File: src/rtl/rv32im_pkg.sv
// Shared RV32IM decode definitions: opcodes, ALU codes, control bit positions,
// immediate-type encodings and the instruction decode helper.
package rv32im_pkg;

    typedef enum logic [1:0] {
        ST_IDLE    = 2'd0,
        ST_ISSUE   = 2'd1,
        ST_BUBBLE  = 2'd2,
        ST_MD_WAIT = 2'd3
    } dcs_state_e;

    localparam logic [6:0] OPC_LUI    = 7'b0110111;
    localparam logic [6:0] OPC_AUIPC  = 7'b0010111;
    localparam logic [6:0] OPC_JAL    = 7'b1101111;
    localparam logic [6:0] OPC_JALR   = 7'b1100111;
    localparam logic [6:0] OPC_BRANCH = 7'b1100011;
    localparam logic [6:0] OPC_LOAD   = 7'b0000011;
    localparam logic [6:0] OPC_STORE  = 7'b0100011;
    localparam logic [6:0] OPC_OP_IMM = 7'b0010011;
    localparam logic [6:0] OPC_OP     = 7'b0110011;

    localparam logic [6:0] F7_BASE   = 7'b0000000;
    localparam logic [6:0] F7_ALT    = 7'b0100000;
    localparam logic [6:0] F7_MULDIV = 7'b0000001;

    localparam logic [4:0] ALU_ADD    = 5'd0;
    localparam logic [4:0] ALU_SUB    = 5'd1;
    localparam logic [4:0] ALU_OR     = 5'd2;
    localparam logic [4:0] ALU_XOR    = 5'd3;
    localparam logic [4:0] ALU_AND    = 5'd4;
    localparam logic [4:0] ALU_SRL    = 5'd5;
    localparam logic [4:0] ALU_SLL    = 5'd6;
    localparam logic [4:0] ALU_SRA    = 5'd7;
    localparam logic [4:0] ALU_MUL    = 5'd8;
    localparam logic [4:0] ALU_MULH   = 5'd9;
    localparam logic [4:0] ALU_MULHU  = 5'd10;
    localparam logic [4:0] ALU_MULHSU = 5'd11;
    localparam logic [4:0] ALU_DIV    = 5'd12;
    localparam logic [4:0] ALU_DIVU   = 5'd13;
    localparam logic [4:0] ALU_REM    = 5'd14;
    localparam logic [4:0] ALU_REMU   = 5'd15;
    localparam logic [4:0] ALU_SLT    = 5'd16;
    localparam logic [4:0] ALU_SLTU   = 5'd17;
    localparam logic [4:0] ALU_PASS_B = 5'd18;

    localparam int unsigned CTRL_WRITE_ENABLE     = 32'd7;
    localparam int unsigned CTRL_MEM_READ         = 32'd6;
    localparam int unsigned CTRL_MEM_WRITE        = 32'd5;
    localparam int unsigned CTRL_BRANCH           = 32'd4;
    localparam int unsigned CTRL_JUMP             = 32'd3;
    localparam int unsigned CTRL_JUMP_AND_LINK    = 32'd2;
    localparam int unsigned CTRL_IMMEDIATE_SELECT = 32'd1;
    localparam int unsigned CTRL_OFFSET_GENERATOR = 32'd0;

    localparam logic [2:0] IMM_I    = 3'b000;
    localparam logic [2:0] IMM_S    = 3'b001;
    localparam logic [2:0] IMM_J    = 3'b010;
    localparam logic [2:0] IMM_B    = 3'b011;
    localparam logic [2:0] IMM_U    = 3'b100;
    localparam logic [2:0] IMM_NONE = 3'b111;

    typedef struct packed {
        logic [4:0] alu;
        logic [7:0] ctrl;
        logic [2:0] imm_type;
        logic       illegal;
        logic       uses_rs1;
        logic       uses_rs2;
        logic       is_load;
        logic       is_div;
    } decode_t;

    // Any illegal encoding collapses to an all-zero control word at the end.
    function automatic decode_t decode_instr(input logic [31:0] instr, input logic enable_m);
        decode_t    d;
        logic [2:0] f3;
        logic [6:0] f7;
        f3 = instr[14:12];
        f7 = instr[31:25];
        d = '0;
        d.alu = ALU_ADD;
        d.imm_type = IMM_NONE;
        case (instr[6:0])
            OPC_LUI: begin
                d.alu = ALU_PASS_B;
                d.imm_type = IMM_U;
                d.ctrl[CTRL_WRITE_ENABLE] = 1'b1;
                d.ctrl[CTRL_IMMEDIATE_SELECT] = 1'b1;
            end
            OPC_AUIPC: begin
                d.imm_type = IMM_U;
                d.ctrl[CTRL_WRITE_ENABLE] = 1'b1;
                d.ctrl[CTRL_IMMEDIATE_SELECT] = 1'b1;
                d.ctrl[CTRL_OFFSET_GENERATOR] = 1'b1;
            end
            OPC_JAL: begin
                d.imm_type = IMM_J;
                d.ctrl[CTRL_WRITE_ENABLE] = 1'b1;
                d.ctrl[CTRL_JUMP] = 1'b1;
                d.ctrl[CTRL_JUMP_AND_LINK] = 1'b1;
                d.ctrl[CTRL_OFFSET_GENERATOR] = 1'b1;
            end
            OPC_JALR: begin
                d.imm_type = IMM_I;
                d.uses_rs1 = 1'b1;
                d.ctrl[CTRL_WRITE_ENABLE] = 1'b1;
                d.ctrl[CTRL_JUMP] = 1'b1;
                d.ctrl[CTRL_JUMP_AND_LINK] = 1'b1;
                d.ctrl[CTRL_IMMEDIATE_SELECT] = 1'b1;
                d.illegal = (f3 != 3'b000);
            end
            OPC_BRANCH: begin
                d.alu = ALU_SUB;
                d.imm_type = IMM_B;
                d.uses_rs1 = 1'b1;
                d.uses_rs2 = 1'b1;
                d.ctrl[CTRL_BRANCH] = 1'b1;
                d.ctrl[CTRL_OFFSET_GENERATOR] = 1'b1;
                d.illegal = (f3 == 3'b010) || (f3 == 3'b011);
            end
            OPC_LOAD: begin
                d.imm_type = IMM_I;
                d.uses_rs1 = 1'b1;
                d.is_load = 1'b1;
                d.ctrl[CTRL_WRITE_ENABLE] = 1'b1;
                d.ctrl[CTRL_MEM_READ] = 1'b1;
                d.ctrl[CTRL_IMMEDIATE_SELECT] = 1'b1;
                d.illegal = (f3 == 3'b011) || (f3 == 3'b110) || (f3 == 3'b111);
            end
            OPC_STORE: begin
                d.imm_type = IMM_S;
                d.uses_rs1 = 1'b1;
                d.uses_rs2 = 1'b1;
                d.ctrl[CTRL_MEM_WRITE] = 1'b1;
                d.ctrl[CTRL_IMMEDIATE_SELECT] = 1'b1;
                d.illegal = f3[2] || (f3 == 3'b011);
            end
            OPC_OP_IMM: begin
                d.imm_type = IMM_I;
                d.uses_rs1 = 1'b1;
                d.ctrl[CTRL_WRITE_ENABLE] = 1'b1;
                d.ctrl[CTRL_IMMEDIATE_SELECT] = 1'b1;
                case (f3)
                    3'b000: d.alu = ALU_ADD;
                    3'b010: d.alu = ALU_SLT;
                    3'b011: d.alu = ALU_SLTU;
                    3'b100: d.alu = ALU_XOR;
                    3'b110: d.alu = ALU_OR;
                    3'b111: d.alu = ALU_AND;
                    3'b001: begin
                        d.alu = ALU_SLL;
                        d.illegal = (f7 != F7_BASE);
                    end
                    3'b101: begin
                        d.alu = (f7 == F7_ALT) ? ALU_SRA : ALU_SRL;
                        d.illegal = (f7 != F7_BASE) && (f7 != F7_ALT);
                    end
                    default: d.illegal = 1'b1;
                endcase
            end
            OPC_OP: begin
                d.uses_rs1 = 1'b1;
                d.uses_rs2 = 1'b1;
                d.ctrl[CTRL_WRITE_ENABLE] = 1'b1;
                case (f7)
                    F7_BASE: begin
                        case (f3)
                            3'b000:  d.alu = ALU_ADD;
                            3'b001:  d.alu = ALU_SLL;
                            3'b010:  d.alu = ALU_SLT;
                            3'b011:  d.alu = ALU_SLTU;
                            3'b100:  d.alu = ALU_XOR;
                            3'b101:  d.alu = ALU_SRL;
                            3'b110:  d.alu = ALU_OR;
                            3'b111:  d.alu = ALU_AND;
                            default: d.illegal = 1'b1;
                        endcase
                    end
                    F7_ALT: begin
                        case (f3)
                            3'b000:  d.alu = ALU_SUB;
                            3'b101:  d.alu = ALU_SRA;
                            default: d.illegal = 1'b1;
                        endcase
                    end
                    F7_MULDIV: begin
                        d.illegal = !enable_m;
                        d.is_div = f3[2];
                        case (f3)
                            3'b000:  d.alu = ALU_MUL;
                            3'b001:  d.alu = ALU_MULH;
                            3'b010:  d.alu = ALU_MULHSU;
                            3'b011:  d.alu = ALU_MULHU;
                            3'b100:  d.alu = ALU_DIV;
                            3'b101:  d.alu = ALU_DIVU;
                            3'b110:  d.alu = ALU_REM;
                            3'b111:  d.alu = ALU_REMU;
                            default: d.illegal = 1'b1;
                        endcase
                    end
                    default: d.illegal = 1'b1;
                endcase
            end
            default: d.illegal = 1'b1;
        endcase
        if (d.illegal) begin
            d = '0;
            d.illegal = 1'b1;
            d.alu = ALU_ADD;
            d.imm_type = IMM_NONE;
        end else begin
            d.illegal = 1'b0;
        end
        return d;
    endfunction

endpackage

File: src/rtl/imm_gen.sv
// Combinational immediate generator: extracts the I/S/B/U/J immediate from an
// instruction word and sign-extends it to XLEN; R-type yields zero.
module imm_gen
    import rv32im_pkg::*;
#(
    parameter int XLEN = 32
) (
    input  logic [31:0]     instruction,
    input  logic [2:0]      imm_type,
    output logic [XLEN-1:0] imm
);

    logic [31:0] imm32_s;

    // Reassemble the scattered immediate bits for each format.
    always_comb begin
        case (imm_type)
            IMM_I:   imm32_s = {{20{instruction[31]}}, instruction[31:20]};
            IMM_S:   imm32_s = {{20{instruction[31]}}, instruction[31:25], instruction[11:7]};
            IMM_B:   imm32_s = {{19{instruction[31]}}, instruction[31], instruction[7],
                                instruction[30:25], instruction[11:8], 1'b0};
            IMM_U:   imm32_s = {instruction[31:12], 12'h000};
            IMM_J:   imm32_s = {{11{instruction[31]}}, instruction[31], instruction[19:12],
                                instruction[20], instruction[30:21], 1'b0};
            default: imm32_s = 32'h0000_0000;
        endcase
        imm = XLEN'($signed(imm32_s));
    end

endmodule

File: src/rtl/decode_control_stage.sv
// Decode/control pipeline stage: one-cycle decode with valid/ready handshakes,
// a load-use bubble and divider occupancy stall.
module decode_control_stage
    import rv32im_pkg::*;
#(
    parameter int XLEN          = 32,
    parameter int ENABLE_M      = 1,
    parameter int MULDIV_CYCLES = 4
) (
    input  logic            clk,
    input  logic            reset_n,
    input  logic            in_valid,
    output logic            in_ready,
    input  logic [31:0]     instruction,
    input  logic [XLEN-1:0] pc,
    input  logic            flush,
    output logic            out_valid,
    input  logic            out_ready,
    output logic [XLEN-1:0] out_pc,
    output logic [XLEN-1:0] out_imm,
    output logic [4:0]      out_rd,
    output logic [4:0]      out_rs1,
    output logic [4:0]      out_rs2,
    output logic [4:0]      out_alu_opcode,
    output logic [2:0]      out_funct3,
    output logic [7:0]      out_ctrl,
    output logic            out_illegal,
    output logic            muldiv_busy
);

    localparam logic       M_ON         = (ENABLE_M != 0);
    localparam logic       MD_MULTI     = (MULDIV_CYCLES > 1);
    localparam logic [4:0] MD_WAIT_INIT = 5'(MULDIV_CYCLES - 1);

    dcs_state_e      state_r, state_next_s;
    decode_t         dec_s;
    logic [XLEN-1:0] imm_s;
    logic            alive_r, out_valid_r, out_valid_next_s;
    logic            stage_open_s, take_s, hazard_s;
    logic            last_load_valid_r;
    logic [4:0]      last_load_rd_r;
    logic [4:0]      md_cnt_r;
    logic [XLEN-1:0] out_pc_r, out_imm_r;
    logic [4:0]      out_rd_r, out_rs1_r, out_rs2_r, out_alu_r;
    logic [2:0]      out_funct3_r;
    logic [7:0]      out_ctrl_r;
    logic            out_illegal_r, out_is_div_r;

    // Decode the upstream word.
    always_comb begin
        dec_s = decode_instr(instruction, M_ON);
    end

    imm_gen #(.XLEN(XLEN)) u_imm_gen (
        .instruction (instruction),
        .imm_type    (dec_s.imm_type),
        .imm         (imm_s)
    );

    // Acceptance and load-use hazard detection; alive_r keeps ready low until the first edge after reset.
    always_comb begin
        stage_open_s = alive_r && ((state_r == ST_IDLE) || (state_r == ST_ISSUE))
                       && (!out_valid_r || out_ready);
        take_s = in_valid && stage_open_s && !flush;
        hazard_s = last_load_valid_r
                   && ((dec_s.uses_rs1 && (instruction[19:15] == last_load_rd_r))
                    || (dec_s.uses_rs2 && (instruction[24:20] == last_load_rd_r)));
    end

    // Next value of the downstream valid flag.
    always_comb begin
        if (flush) begin
            out_valid_next_s = 1'b0;
        end else if (state_r == ST_BUBBLE) begin
            out_valid_next_s = 1'b1;
        end else if (take_s) begin
            out_valid_next_s = !hazard_s;
        end else if (out_ready) begin
            out_valid_next_s = 1'b0;
        end else begin
            out_valid_next_s = out_valid_r;
        end
    end

    // FSM state register.
    always_ff @(posedge clk or negedge reset_n) begin
        if (!reset_n) begin
            state_r <= ST_IDLE;
        end else begin
            state_r <= state_next_s;
        end
    end

    // FSM next-state logic; a running divider count ignores flush.
    always_comb begin
        state_next_s = state_r;
        case (state_r)
            ST_IDLE, ST_ISSUE: begin
                if (take_s && hazard_s) begin
                    state_next_s = ST_BUBBLE;
                end else if (take_s && dec_s.is_div && MD_MULTI) begin
                    state_next_s = ST_MD_WAIT;
                end else if (out_valid_next_s) begin
                    state_next_s = ST_ISSUE;
                end else begin
                    state_next_s = ST_IDLE;
                end
            end
            ST_BUBBLE: begin
                if (flush) begin
                    state_next_s = ST_IDLE;
                end else if (out_is_div_r && MD_MULTI) begin
                    state_next_s = ST_MD_WAIT;
                end else begin
                    state_next_s = ST_ISSUE;
                end
            end
            ST_MD_WAIT: begin
                if (md_cnt_r <= 5'd1) begin
                    state_next_s = out_valid_next_s ? ST_ISSUE : ST_IDLE;
                end else begin
                    state_next_s = ST_MD_WAIT;
                end
            end
            default: state_next_s = ST_IDLE;
        endcase
    end

    // FSM outputs.
    always_comb begin
        in_ready    = stage_open_s;
        muldiv_busy = (state_r == ST_MD_WAIT);
    end

    // Ready enable, valid flag and divider occupancy counter.
    always_ff @(posedge clk or negedge reset_n) begin
        if (!reset_n) begin
            alive_r     <= 1'b0;
            out_valid_r <= 1'b0;
            md_cnt_r    <= 5'd0;
        end else begin
            alive_r     <= 1'b1;
            out_valid_r <= out_valid_next_s;
            if ((state_next_s == ST_MD_WAIT) && (state_r != ST_MD_WAIT)) begin
                md_cnt_r <= MD_WAIT_INIT;
            end else if ((state_r == ST_MD_WAIT) && (md_cnt_r != 5'd0)) begin
                md_cnt_r <= md_cnt_r - 5'd1;
            end else begin
                md_cnt_r <= md_cnt_r;
            end
        end
    end

    // Payload capture; only a destination-writing load with nonzero rd arms the hazard record.
    always_ff @(posedge clk or negedge reset_n) begin
        if (!reset_n) begin
            out_pc_r          <= '0;
            out_imm_r         <= '0;
            out_rd_r          <= 5'd0;
            out_rs1_r         <= 5'd0;
            out_rs2_r         <= 5'd0;
            out_alu_r         <= 5'd0;
            out_funct3_r      <= 3'd0;
            out_ctrl_r        <= 8'd0;
            out_illegal_r     <= 1'b0;
            out_is_div_r      <= 1'b0;
            last_load_valid_r <= 1'b0;
            last_load_rd_r    <= 5'd0;
        end else if (take_s) begin
            out_pc_r          <= pc;
            out_imm_r         <= imm_s;
            out_rd_r          <= instruction[11:7];
            out_rs1_r         <= instruction[19:15];
            out_rs2_r         <= instruction[24:20];
            out_alu_r         <= dec_s.alu;
            out_funct3_r      <= instruction[14:12];
            out_ctrl_r        <= dec_s.ctrl;
            out_illegal_r     <= dec_s.illegal;
            out_is_div_r      <= dec_s.is_div;
            last_load_valid_r <= dec_s.is_load && (instruction[11:7] != 5'd0);
            last_load_rd_r    <= instruction[11:7];
        end else begin
            out_pc_r          <= out_pc_r;
            out_imm_r         <= out_imm_r;
            out_rd_r          <= out_rd_r;
            out_rs1_r         <= out_rs1_r;
            out_rs2_r         <= out_rs2_r;
            out_alu_r         <= out_alu_r;
            out_funct3_r      <= out_funct3_r;
            out_ctrl_r        <= out_ctrl_r;
            out_illegal_r     <= out_illegal_r;
            out_is_div_r      <= out_is_div_r;
            last_load_valid_r <= last_load_valid_r;
            last_load_rd_r    <= last_load_rd_r;
        end
    end

    assign out_valid      = out_valid_r;
    assign out_pc         = out_pc_r;
    assign out_imm        = out_imm_r;
    assign out_rd         = out_rd_r;
    assign out_rs1        = out_rs1_r;
    assign out_rs2        = out_rs2_r;
    assign out_alu_opcode = out_alu_r;
    assign out_funct3     = out_funct3_r;
    assign out_ctrl       = out_ctrl_r;
    assign out_illegal    = out_illegal_r;

endmodule
File: config.mk
export PLATFORM = sky130hd
export DESIGN_NAME = decode_control_stage
export DESIGN_NICKNAME = d
export VERILOG_FILES = /design/src/rtl/rv32im_pkg.sv /design/src/rtl/imm_gen.sv /design/src/rtl/decode_control_stage.sv
export SDC_FILE = /design/constraint.sdc
export NUM_CORES = 1
export LEC_CHECK = 0
export BUFFER_PORTS_ARGS = -buffer_cell sky130_fd_sc_hd__buf_4
export CAP_MARGIN = 20
export CELL_PAD_IN_SITES_DETAIL_PLACEMENT = 0
export CELL_PAD_IN_SITES_GLOBAL_PLACEMENT = 1
export CORE_MARGIN = 2
export CORE_UTILIZATION = 38
export DETAILED_ROUTE_END_ITERATION = 16
export PLACE_DENSITY = 0.85
export SYNTH_ARGS = -nofsm -noshare
export SYNTH_HDL_FRONTEND = slang
export SYNTH_SLANG_ARGS = --single-unit
File: constraint.sdc
create_clock -name clk -period 2.1 [get_ports clk]
set_input_delay 0.105 -clock clk [delete_from_list [all_inputs] [get_ports clk]]
set_output_delay 0.105 -clock clk [all_outputs]
set_load 0.01 [all_outputs]
* After elaboration in Yosys (flattened, before gate mapping)
Memories as Yosys holds them, arrays and structs flattened. Cells that the tools add are included.
Word-level totals: register bits 107, bits in latches 0, memory bits (writable) 0, ROM bits 56, bits of input ports 69, output and inout port bits 99, word-level logic and storage cells 131, memories kept 2
Memories:
- (name not given) | words 8, bits a word 4, read ports 1, clocked after memory_dff 0, write ports 0, RTL line rv32im_pkg.sv:167 | case (f3)
- (name not given) | words 8, bits a word 3, read ports 1, clocked after memory_dff 0, write ports 0, RTL line rv32im_pkg.sv:189 | case (f3)
Operators by class: add/sub/neg operators 1, multiply operators 0, div/mod/pow operators 0, magnitude comparators 1, equal/unequal tests 30, shift-type cells 0, mux-type cells 38, bitwise logic cells 0, reductions and logical operators 44
Operators by type and width (count):
- $pmux W32 S5 | 1
- $pmux W5 S8 | 1
- $eq A7 B6 Y1 const B | 4
- $eq A7 B7 Y1 const B | 3
- $pmux W5 S4 | 1
- $mux W1 | 17
- $mux W16 | 1
- $eq A3 B3 Y1 const B | 5
- $pmux W3 S5 | 1
- $pmux W5 S3 | 1
- $eq A7 B5 Y1 const B | 2
- $mux W2 | 7
- $logic_and A1 B1 Y1 | 13
- $eq A3 B2 Y1 const B | 4
- $reduce_or A3 Y1 | 4
- $reduce_or A6 Y1 | 2
- $eq A5 B5 Y1 | 2
- $mux W5 | 2
- $reduce_bool A5 Y1 | 2
- $reduce_or A2 Y1 | 5
- $eq A7 B1 Y1 const B | 1
- $eq A7 B2 Y1 const B | 1
- $logic_not A7 Y1 | 1
- $logic_or A1 B1 Y1 | 7
- other kinds (19) | 26

* Logic depth before layout (Yosys ltp)
Gate-level depths: netlist of run 1.
word-level depth 20, mapped depth 9, gate-level depth less buffers 8

* By module
Synthesis of run 1 repeated with hierarchy kept, for this count alone.
Unflattened totals: cell total of the unflattened synthesis 647, area, all modules 5486.5 um^2
Modules (own cells, without submodules):
- decode_control_stage | times used 1, cells each 587, area each 5103.6 um^2, sequential area each 2652.5 um^2
- imm_gen | times used 1, cells each 60, area each 382.9 um^2, sequential area each 0.0 um^2

* Least setup slack after synthesis of run 1
OpenSTA, ideal clock, no wires.
kind input port to flip-flop, start point input instruction[12], end point register out_imm_r[28] (netlist: out_imm[28]), library setup time 0.121 ns, arrival 1.821 ns, required time 1.979 ns, setup slack 0.158 ns, stages on the path 9, path buffers 1, cells stage by stage inv_1 ha_1 a21oi_1 or4_1 o211a_2 and3_4 buf_12 a21o_1 a22o_1
Between the ends: word-level cells in the longest chain between the ends 8, elaborated cells between the ends (all ways) 24, classes of those cells 10 x eq/ne; 6 x mux; 8 x reduce/logical
RTL lines:
- from (decl) | RTL line decode_control_stage.sv:14 | input logic [31:0] instruction,
- $eq A3 B3 Y1 or $logic_not A3 Y1 (tied branches) | RTL line rv32im_pkg.sv:143, rv32im_pkg.sv:180
- $reduce_or A2 Y1 (no line)
- $mux W1 | RTL line rv32im_pkg.sv:180 | case (f3)
- $pmux W1 S2 | RTL line rv32im_pkg.sv:165 | case (f7)
- $pmux W1 S7 * | RTL line rv32im_pkg.sv:83 | case (instr[6:0])
- $mux W16 * | RTL line rv32im_pkg.sv:206 | if (d.illegal) begin
- $eq A3 B2 Y1 (tied with other cells) | RTL line imm_gen.sv:17 | case (imm_type)
- $pmux W32 S5 * | RTL line imm_gen.sv:17
- to (signal assigned) | RTL line decode_control_stage.sv:171 | out_imm_r <= imm_s;
- to (signal assigned) | RTL line decode_control_stage.sv:184 | out_imm_r <= out_imm_r;
- to (decl) | RTL line decode_control_stage.sv:43 | logic [XLEN-1:0] out_pc_r, out_imm_r;
Every way passes the cells marked *; elsewhere a longest branch is shown, timed or not. A chain may end at the register's enable or synchronous reset.

==> impl_metrics.csv, run 1 <==
group,metric,value,unit
worst_setup_path,crit-reg2reg-launch,"out_rd[1]$_DFFE_PN0P_",
global_routing,grt_max_degree,107,
power_and_ir_drop,power.leakage,3.866,nW
worst_setup_path,cp-start-kind,"flop",
sta,tightest_slew,571.1,ps
sta,fin_crit,2003,ps
floorplan,rows,43,
layout,design_area,7712,µm²
yosys,ys_ff_latch,106,
floorplan,core_area,13830,µm²
run_status,status,"completed",
yosys,yosys.area_share.simple,23.22,%
sta,period_share,95.40,%
clock_network,clk_pin_slew,70,ps
clock_network,clock_latency,370,ps
placed_design,place_inst,918,
worst_setup_path,required,2330,ps
yosys,synth_compound_area_share,18.70,%
yosys,synthFlopType,"dfrtp_1",
worst_hold_path,hold_depth,3,
worst_hold_path,min-delay-start,"flush",
power_and_ir_drop,power_frac_comb,20.7,%
clock_network,cts_buffers,9,
clock_network,root_buffer,"clkbuf_16",
sta,clock_skew,7.528,ps
power_and_ir_drop,clkPwrFrac,34.0,%
layout,fillers,1210,
sta,fin_ws,96.63,ps
layout,area_growth,44.12,%
worst_setup_path,r2r-end,"md_cnt_r[0]$_DFFE_PN0P_",
detailed_routing,viasPerCell,5.306,
yosys,syn-num-nets,658,
sta,fmax,499.2,MHz
yosys,ys_top_cells_by_area,"dfrtp_1 (50%), nand2_1 (13%), a22o_1 (3.9%), o21ai_0 (2.4%), a21o_1 (1.8%)",
power_and_ir_drop,p_int,0.003753,W
layout,layout-drive-gt1-share,29.64,%
sta,drv_slew,0,
global_routing,grt_antenna_before_repair,0,
global_routing,grt_overflow,0,
power_and_ir_drop,p_total,0.005225,W
sta,setup_viol,0,
power_and_ir_drop,p_switching,0.001472,W
yosys,synth_edf_count,0,
global_routing,grt_usage,22.45,%
detailed_routing,vias,5216,
detailed_routing,wl_per_cell,17.06,µm
yosys,synth.area.mux_share,0.9352,%
yosys,synthAdderAreaFrac,1.403,%
detailed_routing,postRouteAntennaNets,0,
placed_design,dp_slack,-71.99,ps
yosys,synthDistinctLibCells,67,
yosys,syn_avg_cell_area,9.179,µm²
worst_setup_path,end_kind,"flop",
clock_network,post_cts_buffers,0,
placed_design,routabilityCongestion,0.9601,
yosys,synth_top_family_by_area,"simple AND/OR/NAND/NOR gates",
floorplan,die-area,15050,µm²
worst_setup_path,crit_type,"flop to flop",
yosys,syn_inst,583,
sta,hold_viol_final,0,
placed_design,io_buffers,167,
worst_setup_path,r2r_slack,100,ps
clock_network,cts_tree,"yes",
detailed_routing,drc,0,
yosys,syn_area,5351,µm²
layout,fin_cells,983,
yosys,seq_area_frac_synth,49.57,%
floorplan,start_util,38.70,%
clock_network,clk_path_buf_depth,2,
sta,maxSlewHeadroom,61.93,%
worst_setup_path,path_max_fanout,5,
layout,n_antenna_cell,0,
worst_hold_path,min_path_type,"input port to flop",
yosys,yosys.area.top_type,"dfrtp_1",
sta,timing.hold.ws,45.84,ps
yosys,synth_top_area_share,49.57,%
floorplan,io_pins,168,
worst_setup_path,crit_arrival,2240,ps
power_and_ir_drop,p_seq_share,45.2,%
detailed_routing,dr.first_iter.drc_count,389,
detailed_routing,first_pass_iters,5,
placed_design,hpwlAfterDp,11550,µm
power_and_ir_drop,peakVddDrop,372.6,µV
floorplan,die_x,122.7,µm
power_and_ir_drop,swShare,28.17,%
global_routing,first_global_vias,5075,
yosys,yosys_warnings,0,
yosys,postSynth.asyncResetShare,100.0,%
run,cap_violations,0,
worst_hold_path,whs_endpoint,"out_valid$_DFF_PN0_",
layout,nNetsFinal,873,
worst_setup_path,ff2ff_path_depth,6,
clock_network,htreeDepth,3,
yosys,yosys.area_share.xor_xnor,1.964,%
power_and_ir_drop,power.density,677.5,nW/µm²
placed_design,postPlaceCellArea,6879,µm²
global_routing,grt_pass1_wl,26140,µm
clock_network,cts.sinks,106,
detailed_routing,drt_wl_total,16770,µm
floorplan,die_h,122.7,µm
[critical path: stages, from the launching register on]
cell	delay [ps]
dfrtp_1	460
xnor2_2	220
nand4_1	150
nor4bb_1	300
o211a_1	230
a31oi_2	140
or3_1	370
[sequential cells by signal, indices dropped and copies added (netlist names)]
signal / cells
alive_r: 1
last_load_valid_r: 1
md_cnt_r: 5
out_alu_opcode: 5
out_ctrl: 7
out_funct3: 3
out_illegal: 1
out_imm: 32
out_is_div_r: 1
out_pc: 32
out_rd: 5
out_rs1: 5
out_rs2: 5
out_valid: 1
state_r: 2
[cell usage in the layout (no fill, tap or decap), drive strengths merged, types with 4 or more instances in the layout]
cell type      n
a22o          24
inv           12
nor2          15
o31ai          5
nor2b          7
nand2b         8
and3b          4
a211oi         4
nor3           8
a22oi          9
dlygate4sd3   49
buf          195
ha             6
a21o          13
o21ai         26
nand3         11
mux2i          5
clkbuf        10
o211a          4
dfrtp        106
xnor2         10
a21oi         24
nand4          6
o211ai         4
or4            4
nand2        187
[per-layer routing]
metal / global-route usage [%] / vias to the layer above / share of wire (%)
met2: 35.60 / 204 / 48
li1: - / 2437 / -
met3: 5.065 / 40 / 6.7
met4: 9.411 / 0 / 2.7
met5: 0 / - / 0
met1: 29.55 / 2535 / 42
[repair_timing]
action | CTS | global route
resized for setup | 0 | 6
setup endpoints to repair | 0 | 2
hold buffers | 49 | 0
endpoints found under the hold margin | 154 | 0
[worst max path at each step]
| stage | start | endpoint | cells after the start |
|---|---|---|---|
| 6_report | out_rd[1]$_DFFE_PN0P_ | md_cnt_r[0]$_DFFE_PN0P_ | 6 |
| 5_1_grt | out_rd[0]$_DFFE_PN0P_ | md_cnt_r[0]$_DFFE_PN0P_ | 6 |
| 4_1_cts | out_rd[3]$_DFFE_PN0P_ | md_cnt_r[0]$_DFFE_PN0P_ | 6 |
| 3_5_place_dp | instruction[26] | state_r[1]$_DFF_PN0_ | 7 |
| 3_3_place_gp | instruction[26] | state_r[1]$_DFF_PN0_ | 7 |
| 2_1_floorplan | instruction[12] | out_imm[28]$_DFFE_PN0P_ | 9 |
[power by group through the flow]
| stage | Clock (W) | Combinational, W | Sequential (W) |
|---|---|---|---|
| after detailed placement | 0 | 0.000999 | 0.00239 |
| after global routing | 0.00190 | 0.00118 | 0.00239 |
| final | 0.00178 | 0.00108 | 0.00236 |
| after CTS | 0.00182 | 0.00107 | 0.00236 |
| after global placement | 0 | 0.000983 | 0.00238 |
| after floorplan | 0 | 0.000332 | 0.00246 |
[area by class of cell]
class,count,area [µm²],share of cell area (%)
inverters,9,33.78,0.4380
flip-flops and latches,106,2655,34.43
repair buffers,244,1979,25.67
well taps,180,225.2,2.920
multi-input cells,428,2507,32.51
clock inverters,6,72.57,0.9409
clock buffers,10,239.0,3.099
[cells in the mapped netlist (2+ instances only)]
cell type,number
inv_1,9
nor4bb_1,2
nand3b_1,2
a211o_1,2
nand3_1,10
and3b_1,4
nor2_1,15
mux2i_1,5
dfrtp_1,106
a211oi_1,3
o21ai_0,26
a21boi_0,2
nand2b_1,8
o31ai_1,5
a22o_1,24
nor2b_1,7
a21o_1,13
a21oi_2,8
or3_1,3
o211ai_1,4
buf_1,5
xnor2_1,10
ha_1,6
nand4_1,6
and2_1,2
buf_4,4
nor3_1,7
nor4b_1,2
nand2_1,186
a21oi_1,16
buf_2,5
xor2_1,2
or4_1,4
o32ai_1,2
a22oi_1,9
o21a_1,3
o211a_1,2
clkbuf_1,25
[cell families (layout without fill, tap and decap cells)]
logic type / count (synthesis) / count (layout)
other: 1 / 1
XOR/XNOR: 12 / 12
buffers and inverters: 49 / 269
AO/OA/AOI/OAI: 133 / 133
adder cells (fa/ha/maj): 6 / 6
AND/OR/NAND/NOR: 271 / 271
multiplexers: 5 / 5
flip-flops: 106 / 106
[through the flow]
stage | utilization [%] | TNS [ps]
finish | 55.78 | 0
global route | 55.78 | -0.2383
CTS | 55.55 | 0
detailed placement | 49.75 | -235.0
global placement | 49.75 | -37.99
floorplan | - | 0
(Power assumes the default switching activity.)
==> inputs of run 2 (changes only) <==
- ABC_AREA: default -> 1
- CORE_UTILIZATION: 38 -> 37
==> impl_metrics.csv, run 2 <==
group,metric,value,unit
global_routing,grt_antenna_before_repair,0,
worst_setup_path,path_max_fanout,5,
layout,layout_commonest_cell,"nand2_1",
worst_setup_path,crit_arrival,2150,ps
worst_setup_path,crit_type,"flop to flop",
floorplan,die_x,125.3,µm
global_routing,first_global_vias,4905,
floorplan,start_util,37.73,%
sta,hold_viol_final,0,
placed_design,dp_slack,34.40,ps
sta,setup_tns,0,ps
layout,area_growth,40.03,%
detailed_routing,wl_per_cell,14.79,µm
placed_design,place_inst,1022,
sta,clock_skew,5.716,ps
layout,n_antenna_cell,0,
worst_setup_path,crit_buf_inv,4,
detailed_routing,postRouteAntennaNets,0,
worst_setup_path,required,2390,ps
yosys,postSynth.asyncResetShare,100.0,%
yosys,synth_edf_count,0,
clock_network,clock_latency,350,ps
sta,setup_viol,0,
worst_setup_path,cp_common_cell,"nand2_1",
global_routing,grt_max_degree,69,
power_and_ir_drop,swShare,26.69,%
yosys,syn-num-nets,753,
detailed_routing,first_pass_iters,5,
detailed_routing,drt_wl_total,15850,µm
yosys,ys_top_cells_by_area,"dfrtp_1 (49%), nand2_1 (18%), inv_1 (4.2%), o21ai_0 (4.0%), nor2_1 (2.4%)",
layout,layout-drive-gt1-share,29.09,%
power_and_ir_drop,power_frac_comb,19.1,%
floorplan,core_area,14420,µm²
global_routing,grt_overflow,0,
yosys,syn_area,5441,µm²
run_status,status,"completed",
layout,nNetsFinal,958,
clock_network,clk_pin_slew,70,ps
sta,rsz0062_at_grt,"false",
yosys,seq_area_frac_synth,48.75,%
sta,timing.hold.ws,35.76,ps
detailed_routing,viasPerCell,4.762,
placed_design,hpwlAfterDp,11590,µm
worst_setup_path,slowest_stage,"dfrtp_1",
clock_network,cts_buffers,9,
yosys,synth_commonest_cells,"nand2_1 (265), dfrtp_1 (106), inv_1 (61)",
clock_network,htreeDepth,3,
worst_setup_path,end_kind,"flop",
yosys,synthFlopType,"dfrtp_1",
placed_design,io_buffers,167,
power_and_ir_drop,p_int,0.003739,W
global_routing,grt_usage,20.72,%
clock_network,root_buffer,"clkbuf_16",
worst_setup_path,cpPeakStageDelay,400,ps
worst_setup_path,crit_chain,"inv_1 -> nor2_1 -> inv_1 -> nand2_1 -> nor3_4 -> clkinv_2 -> o21ai_0 -> nand3_1 -> nand2_1 -> clkinv_1 -> nand2_4 -> nand2_1 -> nand2_1",
power_and_ir_drop,peakVddDrop,393.4,µV
yosys,syn_inst,678,
yosys,yosys.cell_count.top_type,"nand2_1",
floorplan,die-area,15690,µm²
yosys,syn_avg_cell_area,8.026,µm²
layout,final_util,52.83,%
worst_hold_path,min_path_type,"input port to flop",
placed_design,routabilityCongestion,0.8989,
yosys,yosys.area.top_type,"dfrtp_1",
floorplan,rows,44,
yosys,ys_ff_latch,106,
power_and_ir_drop,p_seq_share,45.8,%
power_and_ir_drop,power.leakage,4.194,nW
detailed_routing,vias,5100,
sta,period_share,88.49,%
yosys,yosys_warnings,0,
detailed_routing,drc,0,
sta,drv_slew,0,
layout,fin_cells,1071,
global_routing,grt_pass1_wl,25900,µm
sta,fin_crit,1858,ps
floorplan,io_pins,168,
sta,fmax,538.2,MHz
sta,tightest_slew,567.4,ps
layout,final_cell_mix,"nand2_1 (265), buf_4 (183), dfrtp_1 (106), inv_1 (60), o21ai_0 (44)",
clock_network,cts_tree,"yes",
worst_setup_path,crit_family,"simple AND/OR/NAND/NOR gates",
power_and_ir_drop,clkPwrFrac,35.0,%
power_and_ir_drop,power.density,669.3,nW/µm²
power_and_ir_drop,p_switching,0.001361,W
worst_setup_path,cp-start-kind,"flop",
sta,maxSlewHeadroom,61.77,%
detailed_routing,dr.first_iter.drc_count,352,
clock_network,clk_path_buf_depth,2,
yosys,synth_top_area_share,48.75,%
clock_network,cts.sinks,106,
yosys,synthDistinctLibCells,46,
sta,fin_ws,241.8,ps
floorplan,die_h,125.3,µm
run,cap_violations,0,
-- run 2: cells by family after synthesis --
kind of cell	count (synthesis)	synth area share, %
fa+ha+maj	6	1.380
flops	106	48.75
buf+inv	93	6.806
compound gates	96	10.65
other cells	1	0.06892
xor+xnor	10	1.609
simple gates	366	30.74
-- run 2: layout make-up --
class	instances	area (µm²)
clock buffers	10	229.0
clock inverters	5	78.83
fillers	1392	6804
inverters	69	265.3
multi-input cells	479	2430
flip-flops and latches	106	2653
well taps	184	230.2
repair buffers	218	1734
-- run 2: layer usage --
| layer | up-vias | routed length, µm | share of wire (%) | GRT usage [%] |
|---|---|---|---|---|
| met5 | - | 0 | 0 | 0 |
| met4 | 0 | 293 | 1.8 | 6.471 |
| met3 | 20 | 861 | 5.4 | 4.750 |
| met2 | 151 | 7692 | 49 | 32.83 |
| met1 | 2403 | 6998 | 44 | 28.39 |
| li1 | 2526 | - | - | - |
-- run 2: metrics by stage --
step	power (W)	cell area [µm²]
after floorplan	0.002751	5441
after global placement	0.003299	6965
after detailed placement	0.003306	6965
after CTS	0.005150	7614
after global routing	0.005355	7620
final	0.005100	7620
-- run 2: path summary, 6_finish.rpt --
kind | startpoint | to | slack [ps] | cells after the start
max | out_valid$_DFF_PN0_ | md_cnt_r[0]$_DFFE_PN0P_ | 240 | 13
min | instruction[7] | out_rd[0]$_DFFE_PN0P_ | 40 | 3
max reg2reg | out_valid$_DFF_PN0_ | md_cnt_r[0]$_DFFE_PN0P_ | 240 | 13
min reg2reg | out_pc[31]$_DFFE_PN0P_ | out_pc[31]$_DFFE_PN0P_ | 470 | 2
max in group asynchronous | reset_n | out_alu_opcode[3]$_DFFE_PN0P_ | 1270 | 3
min in group asynchronous | reset_n | out_rs2[4]$_DFFE_PN0P_ | 170 | 2
-- run 2: what timing repair did --
item,CTS,global route
endpoints found under the setup margin,0,8
buffers inserted,0,0
hold endpoints to repair,49,0
hold buffers,34,0
gates resized for setup,0,1
-- run 2: worst min-delay path: stages --
cell and delay [ps]:
buf_4 110, nand2_1 60, o21ai_0 70
-- run 2: power groups by stage --
stage | combinational, W | sequential (W) | clock (W)
floorplan | 0.000305 | 0.00245 | 0
global placement | 0.000928 | 0.00237 | 0
detailed placement | 0.000932 | 0.00237 | 0
CTS | 0.000985 | 0.00234 | 0.00183
global route | 0.00108 | 0.00236 | 0.00191
finish | 0.000976 | 0.00234 | 0.00179
==> inputs of run 3 (changes only) <==
- CORE_UTILIZATION: 37 -> 38
- CTS_BUF_LIST: default -> sky130_fd_sc_hd__clkbuf_8
- PLACE_DENSITY: 0.85 -> 0.87
==> impl_metrics.csv, run 3 (synthesis results as in run 2) <==
group,metric,value,unit
sta,tightest_slew,552.3,ps
floorplan,die_h,123.7,µm
floorplan,io_pins,168,
power_and_ir_drop,p_total,0.004550,W
power_and_ir_drop,clkPwrFrac,26.8,%
global_routing,grt_pass1_wl,24160,µm
sta,fin_crit,1900,ps
global_routing,grt_overflow,0,
worst_setup_path,crit_buf_inv,4,
clock_network,clk_pin_slew,100,ps
detailed_routing,dr.first_iter.drc_count,254,
global_routing,grt_antenna_before_repair,0,
sta,drv_slew,0,
worst_setup_path,path_max_fanout,8,
layout,final_cell_mix,"nand2_1 (264), buf_4 (183), dfrtp_1 (106), inv_1 (60), o21ai_0 (44)",
layout,layout-drive-gt1-share,29.87,%
worst_setup_path,cp-start-kind,"input port",
worst_setup_path,crit_type,"input port to flop",
power_and_ir_drop,p_int,0.003210,W
sta,clock_skew,12.48,ps
clock_network,htreeDepth,3,
power_and_ir_drop,peakVddDrop,361.7,µV
clock_network,clock_latency,380,ps
run_status,status,"completed",
sta,maxSlewHeadroom,62.79,%
detailed_routing,postRouteAntennaNets,0,
global_routing,grt_max_degree,69,
sta,setup_viol,0,
clock_network,cts_tree,"yes",
global_routing,first_global_vias,4791,
clock_network,cts.sinks,106,
floorplan,core_area,13930,µm²
clock_network,clk_path_buf_depth,2,
detailed_routing,viasPerCell,4.728,
detailed_routing,first_pass_iters,4,
power_and_ir_drop,p_seq_share,51.4,%
floorplan,die_x,123.7,µm
sta,fmax,526.5,MHz
placed_design,routabilityCongestion,0.8824,
clock_network,root_buffer,"clkbuf_8",
layout,nNetsFinal,964,
worst_setup_path,crit_arrival,2230,ps
layout,layout_commonest_cell,"nand2_1",
power_and_ir_drop,power.density,599.1,nW/µm²
placed_design,hpwlAfterDp,11180,µm
worst_setup_path,crit_family,"simple AND/OR/NAND/NOR gates",
global_routing,grt_usage,20.45,%
layout,n_antenna_cell,0,
sta,period_share,90.45,%
power_and_ir_drop,swShare,29.46,%
sta,hold_viol_final,0,
run,cap_violations,0,
power_and_ir_drop,power_frac_comb,21.8,%
detailed_routing,vias,5078,
layout,area_growth,39.57,%
detailed_routing,drt_wl_total,15420,µm
detailed_routing,drc,0,
worst_hold_path,min_path_type,"input port to flop",
layout,final_util,54.50,%
worst_setup_path,cpPeakStageDelay,540,ps
worst_setup_path,crit_chain,"dlygate4sd3_1 -> buf_4 -> nor2_2 -> nand2_2 -> inv_1 -> nand3_1 -> nand3_2 -> nand3_4 -> nor2_8 -> inv_6 -> nor2_8 -> nand2_4 -> nand2_2 -> nand2_4 -> o21ai_1 -> nand2_1 -> nand2_1",
power_and_ir_drop,power.leakage,4.179,nW
placed_design,io_buffers,167,
floorplan,die-area,15290,µm²
floorplan,rows,43,
detailed_routing,wl_per_cell,14.36,µm
power_and_ir_drop,p_switching,0.001340,W
floorplan,start_util,39.05,%
clock_network,cts_buffers,9,
worst_setup_path,required,2430,ps
worst_setup_path,end_kind,"flop",
worst_setup_path,slowest_stage,"dlygate4sd3_1",
run 3: worst paths after layout:
path                                       startpoint                             to  slack (ps)  cells after the start
worst min register to register  out_pc[9]$_DFFE_PN0P_          out_pc[9]$_DFFE_PN0P_         480                      2
worst min-delay path                  instruction[17]         out_rs1[2]$_DFFE_PN0P_          20                      3
min in group asynchronous                     reset_n        out_ctrl[0]$_DFFE_PN0P_          80                      2
worst max register to register    out_valid$_DFF_PN0_  last_load_valid_r$_DFFE_PN0P_         240                     10
worst max-delay path                  instruction[28]        out_imm[12]$_DFFE_PN0P_         200                     17
max in group asynchronous                     reset_n          out_pc[8]$_DFFE_PN0P_        1390                      3
run 3: routing by layer:
layer | share of wire, % | up-vias | wire, µm | global-route usage (%)
met1 | 46 | 2355 | 7153 | 29.23
met2 | 44 | 168 | 6859 | 30.63
li1 | - | 2538 | - | -
met4 | 1.8 | 0 | 274 | 5.682
met3 | 7.3 | 17 | 1131 | 5.403
met5 | 0 | - | 0 | 0
run 3: area by class of cell:
| cell class | count | area (µm²) |
|---|---|---|
| Clock inverter | 5 | 36.28 |
| Multi-Input combinational cell | 479 | 2452 |
| Inverter | 69 | 266.5 |
| Tap cell | 180 | 225.2 |
| Clock buffer | 11 | 151.4 |
| Sequential cell | 106 | 2653 |
| Fill cell | 1331 | 6340 |
| Timing Repair Buffer | 224 | 1810 |
run 3: power groups by stage:
stage / clock network (W) / registers (W) / logic [W]
after floorplan: 0 / 0.00245 / 0.000305
after global placement: 0 / 0.00237 / 0.000925
after detailed placement: 0 / 0.00237 / 0.000932
after CTS: 0.00125 / 0.00234 / 0.000989
after global routing: 0.00134 / 0.00236 / 0.00110
final: 0.00122 / 0.00234 / 0.000992
run 3: through the flow:
step | cell area (µm²) | TNS [ps] | cells | worst slack (ps) | hold WS [ps]
floorplan | 5441 | 0 | 678 | 254.0 | -190.6
global placement | 6965 | 0 | 1017 | 66.09 | -59.53
detailed placement | 6965 | 0 | 1017 | 77.99 | -58.81
CTS | 7533 | 0 | 1071 | 41.06 | 5.209
global route | 7595 | -2.391 | 1074 | -2.391 | 16.12
finish | 7595 | 0 | 1074 | 200.5 | 24.25
run 3: worst register-to-register path, cell delays in order (launching register included):
cell and delay [ps]:
dfrtp_1 400, inv_1 60, nor2_1 30, inv_1 60
nand2_1 100, nor3_4 250, clkbuf_16 220, inv_4 80
nor2_4 180, inv_1 140, o32ai_1 240
run 3: what timing repair did:
item                       in CTS  in global routing
hold endpoints to repair      143                  0
resized for setup               0                  9
buffers inserted                0                  2
setup endpoints to repair       0                 31
hold buffers                   38                  0
